`config.mk`:
```
export PLATFORM = sky130hd
export DESIGN_NAME = data_pipeline_decoder
export DESIGN_NICKNAME = d
export VERILOG_FILES = /design/src/rtl/data_pipeline_decoder.sv
export SDC_FILE = /design/constraint.sdc
export NUM_CORES = 1
export LEC_CHECK = 0
export ABC_AREA = 1
export CORE_MARGIN = 4
export CORE_UTILIZATION = 50
export DETAILED_ROUTE_END_ITERATION = 10
export GPL_TIMING_DRIVEN = 0
export PLACE_DENSITY = 0.73
export SLEW_MARGIN = 20
export SYNTH_ARGS = -nofsm -noshare
export SYNTH_HDL_FRONTEND = slang
export SYNTH_SLANG_ARGS = --single-unit
```
`constraint.sdc`:
```
create_clock -name clk -period 1.35 [get_ports clk]
set_input_delay 0.3375 -clock clk [delete_from_list [all_inputs] [get_ports clk]]
set_output_delay 0.3375 -clock clk [all_outputs]
set_load 0.03 [all_outputs]
```
`src/rtl/data_pipeline_decoder.sv`:
```
// Purpose : four-stage valid/ready decoder that removes the +6 offset of the forward pipeline.
// Latency : a word accepted at edge N is presented on out_data after edge N+3.
// Backpressure: per-stage; bubbles collapse while stalled, in_ready drops only when all stages hold data.
//
// Ports:
//   clk, rst       - sole clock; synchronous active-high reset (clears valid and data).
//   flush          - synchronous clear of all valid bits; blocks input acceptance that cycle.
//   in_data/in_valid/in_ready    - encoded word input handshake.
//   out_data/out_valid/out_ready - decoded word output handshake (out_data = in_data - 6).
//   occ            - number of occupied stages, only when DEC_PIPE_OCC_EN is defined.
// Optional feature macro: DEC_PIPE_OCC_EN
module data_pipeline_decoder #(
    parameter int WIDTH = 8
) (
    input  logic             clk,
    input  logic             rst,
    input  logic             flush,
    input  logic [WIDTH-1:0] in_data,
    input  logic             in_valid,
    output logic             in_ready,
    output logic [WIDTH-1:0] out_data,
    output logic             out_valid,
    input  logic             out_ready
`ifdef DEC_PIPE_OCC_EN
    ,
    output logic [2:0]       occ
`endif
);

    // Per-stage subtraction applied when a stage loads from its predecessor.
    localparam logic [WIDTH-1:0] SUB1 = WIDTH'(3);
    localparam logic [WIDTH-1:0] SUB2 = WIDTH'(2);
    localparam logic [WIDTH-1:0] SUB3 = WIDTH'(1);

    logic [3:0][WIDTH-1:0] d_q, d_d;
    logic [3:0]            v_q, v_d;
    logic [3:0]            adv;
    logic                  load0;

    always_comb begin
        adv = '0;
        // Ready ripples backward from the consumer so a full pipe can advance in one cycle.
        adv[3] = v_q[3] & out_ready;
        for (int k = 2; k >= 0; k--) begin
            adv[k] = v_q[k] & (~v_q[k+1] | adv[k+1]);
        end
    end

    always_comb begin
        in_ready = ~flush & (~v_q[0] | adv[0]);
        load0    = in_valid & in_ready;
    end

    always_comb begin
        d_d = d_q;
        v_d = v_q;

        if (load0) begin
            d_d[0] = in_data;
        end
        if (adv[0]) begin
            d_d[1] = d_q[0] - SUB1;
        end
        if (adv[1]) begin
            d_d[2] = d_q[1] - SUB2;
        end
        if (adv[2]) begin
            d_d[3] = d_q[2] - SUB3;
        end

        // A stage is valid next cycle if it loads, or if it holds and does not advance.
        v_d[0] = load0 | (v_q[0] & ~adv[0]);
        for (int k = 1; k < 4; k++) begin
            v_d[k] = adv[k-1] | (v_q[k] & ~adv[k]);
        end

        // Flush discards in-flight words; data registers are don't-care once invalid.
        if (flush) begin
            v_d = '0;
        end
    end

    always_ff @(posedge clk) begin
        if (rst) begin
            d_q <= '0;
            v_q <= '0;
        end else begin
            d_q <= d_d;
            v_q <= v_d;
        end
    end

    assign out_valid = v_q[3];
    assign out_data  = d_q[3];

`ifdef DEC_PIPE_OCC_EN
    logic [2:0] occ_q;

    function automatic logic [2:0] popcnt4(input logic [3:0] v);
        return 3'(v[0]) + 3'(v[1]) + 3'(v[2]) + 3'(v[3]);
    endfunction

    // Tracks popcount of the next valid vector so it always matches v_q.
    always_ff @(posedge clk) begin
        if (rst) begin
            occ_q <= '0;
        end else begin
            occ_q <= popcnt4(v_d);
        end
    end

    assign occ = occ_q;
`endif

endmodule

```
; ---- Word-level counts from Yosys, hierarchy flattened
; Index checks and enable logic that the tools add are counted.
[classes]
n_addsub = 3
bitwise = 27
n_reduce_logical = 1
[ops]
columns = cell, count
row1 = $sub 8x2->8 const B, 2
row2 = $and 1x1->1, 10
row3 = $not 1->1, 9
row4 = $or 1x1->1, 8
row5 = $sub 8x1->8 const B, 1
row6 = $reduce_or 2->1, 1
[totals]
regBits = 36
inputBits = 13
output_inout_bits = 10
word_cells = 36

; ---- Longest topological paths before layout
[logic_depth]
depth_word = 11
ltp_mapped = 9
depth_no_buf = 9

; ---- Worst setup path after synthesis
; OpenSTA, ideal clock, no wires.
[synth_path]
kind = reg-to-output
start = reg v_q[3]
end = out in_ready
t_arrival_ps = 1224
required_ps = 1013
path_slack_ps = -212
stages_incl_launch_ff = 7
path_buffers = 1
cell_sequence = dfxtp_1 -> inv_1 -> nor2_4 -> nand4_2 -> buf_6 -> inv_1 -> nor2_1
[synth_via]
elab_chain_len = 9
word_cells_on_any_way = 10
cone_classes = bitwise: 10
[synth_rtl]
columns = item, line
row1 = "start, declared", 36  ; logic [3:0] v_q, v_d;
row2 = "start signal, assigned", 89  ; v_q <= v_d;
row3 = $and 1x1->1 or $not 1->1 (tied branches), "43, 45"
row4 = $or 1x1->1 *, 45  ; adv[k] = v_q[k] & (~v_q[k+1] | adv[k+1]);
row5 = $and 1x1->1 *, 45
row6 = $or 1x1->1 *, 45
row7 = $and 1x1->1 *, 45
row8 = $or 1x1->1 *, 45
row9 = $and 1x1->1 *, 45
row10 = $or 1x1->1 *, 50  ; in_ready = ~flush & (~v_q[0] | adv[0]);
row11 = $and 1x1->1 *, 50
row12 = "end, declared", 20  ; output logic in_ready,
; Every way passes the cells marked *; elsewhere a longest branch is shown, timed or not.

; ---- Worst setup path after layout
; Same ends and word-level chain as after synthesis.

==> impl_metrics.tcl <==
set metrics [dict create \
    period_minus_slack_ps 1551 \
    cts_tree "built" \
    finalSetupTns_ps -217.3 \
    diodes 0 \
    grt_util_met1_pct 14.88 \
    vdd_drop_max_mv 0.4782 \
    portBuffers 20 \
    final_nets 322 \
    die_area_um2 4849 \
    slowest_stage "dfxtp_4" \
    gp_congestion 0.7349 \
    finalClockSkew_ps 10.13 \
    tightest_slew_ps 292.1 \
    use_met3_pct 4.348 \
    powerDensity_nw_per_um2 927.3 \
    final_common_cell "inv_1" \
    cp.arrival_ps 1210 \
    initial_core_util_pct 51.88 \
    vias_per_cell 4.673 \
    vias 1659 \
    violations "setup timing" \
    setup_viol 4 \
    place_inst 344 \
    relSlewSlack_pct 80.41 \
    top_usage_layer "met2" \
    worstPathCellList "inv_2 -> nor2_4 -> nand4_4 -> buf_6 -> inv_4 -> nor2_4 -> buf_6" \
    rsz0062_at_grt "yes" \
    drtAntennaViolNets 0 \
    grt_max_degree 12 \
    cp-start-kind "flop" \
    drive_gt1_share_pct 18.89 \
    io_pins 23 \
    drtIter0Drc 54 \
    fin_cells 355 \
    grt_pass1_wl_um 6265 \
    antenna_found_initial 0 \
    finalHoldViolCount 0 \
    crit_type "reg -> out" \
    remaining_drc_errors 0 \
    die_h_um 69.64 \
    row_count 22 \
    clk_pin_slew_ps 70 \
    status "finished with violations" \
    fmax_mhz 644.8 \
    synth_async_sr_flop_share_pct 0 \
    syn2layout_area_growth_pct 19.17 \
    core-area_um2 3661 \
    synth.yosys.warnings 0 \
    cp_slowest_stage_delay_ps 350 \
    layout_common_cells "inv_1, nand2_1, nor2_1, dfxtp_1, a21oi_1" \
    min_path_type "in -> reg" \
    final_max_slew_viol_count 0 \
    synth_seq_area_share_pct 37.94 \
    cts_made_buffers 5 \
    grt.overflow.total 0 \
    cap_violations 0 \
    grt_usage_pct 15.98 \
    wire_per_inst_um 9.575 \
    cts-root-buf "clkbuf_8" \
    synth_edf_count 0 \
    syn_area_um2 1899 \
    clock-sinks 36 \
    grt_use_met2_pct 31.04 \
    place_hpwl_um 2543 \
    fillers 363 \
    yosysUniqueCellTypes 27 \
    postSynthAreaPerCell_um2 6.882 \
    cts_hold_buf 0 \
    worst_slack_ps -200.9 \
    drt-total-wl_um 3399 \
    ctsHtreeMaxLevel 2 \
    syn_inst 276 \
    power.leakage_nw 1.156 \
    grt_pass1_vias 1549 \
    fin_crit_sh_pct 114.9 \
    synth-seq-cells 36 \
    crit_fanout 2 \
    hold_ws_ps 316.0 \
    power_w 0.002099 \
    die_w_um 69.64 \
    final_core_util_pct 61.82 \
    cp.required_ps 1010 \
    drt_first_pass_iters 4 \
    clock_path_buffers 2 \
    worst_skew_pair.late_latency_ps 290 \
    synthFlopType "dfxtp_1" \
    syn-num-nets 292 \
    critPathCaptureType "output pin" \
]
[through the flow]
stage                     instance area, um2  worst slack, ps
after CTS                               2266           -216.8
final                                   2263           -200.9
after global routing                    2263           -269.4
after detailed placement                2171           -958.5
after global placement                  2171           -956.7
after floorplan                         1911            2.596
[sequential cells by signal, summed over array words and instances (netlist names)]
| signal | cells |
|---|---|
| out_data | 8 |
| v_q | 4 |
| d_q | 24 |
[critical path, delay by kind of cell, from the launching register on]
kind	cells	cell delay, ps
and+or+nand+nor	3	230
buffers and inverters	4	350
DFF	1	350
[routing by layer]
| layer | vias to the layer above | share of wire, % |
|---|---|---|
| li1 | 904 | - |
| met1 | 723 | 41 |
| met2 | 27 | 52 |
| met3 | 5 | 4.9 |
| met4 | 0 | 2.1 |
| met5 | - | 0 |
[report_power, final]
part | switching (W) | internal (W)
logic | 0.000148 | 0.000112
clock network | 0.000363 | 0.000362
registers | 0.0000238 | 0.00109
total | 0.000534 | 0.00156
[cells by family (layout without fill, tap and decap cells)]
family                   Yosys count  after routing  share of synthesized area (%)
adder cells (fa/ha/maj)            3              3                          1.976
buffers and inverters             72            103                          17.39
XOR/XNOR                           6              6                          2.767
AND/OR/NAND/NOR                  119            119                          28.26
AO/OA/AOI/OAI                     40             40                          11.66
flip-flops                        36             36                          37.94
[path summary, 6_finish.rpt]
check,slack [ps],cells past startpoint,to,start
worst max register to register,90,8,d_q[20],v_q[3]
worst min register to register,430,1,out_data[0],d_q[16]
worst min-delay path,320,2,d_q[11],rst
worst max-delay path,-200,7,in_ready,v_q[3]
[Yosys cell counts, drive strengths merged (2+ instances only)]
library cell	n	area, um2
a21oi	19	110.1
a31oi	2	12.51
buf	12	98.84
nor2	43	176.4
inv	56	210.2
dfxtp	36	720.7
ha	3	37.54
nand3	13	75.07
o21ai	19	98.85
clkbuf	3	17.52
nand2	52	210.2
nand4	11	75.07
xor2	5	43.79
[layout make-up]
| class | instances | area (um2) | area share, % |
|---|---|---|---|
| timing repair buffer | 23 | 181.4 | 8.015 |
| buffer | 15 | 116.4 | 5.141 |
| sequential | 36 | 726.9 | 32.12 |
| inverter | 57 | 216.5 | 9.563 |
| multi-input combinational | 168 | 880.8 | 38.92 |
| tap | 48 | 60.06 | 2.653 |
| clock inverter | 1 | 5.005 | 0.2211 |
| clock buffer | 7 | 76.32 | 3.372 |
[timing repair]
action                                  in CTS  in global routing
setup buffers                                3                  0
endpoints found under the setup margin      18                 19
hold endpoints to repair                     0                  0
pin swaps                                    1                  0
gates resized for setup                     47                 14
Note: power is estimated with default switching activity, not from simulation.
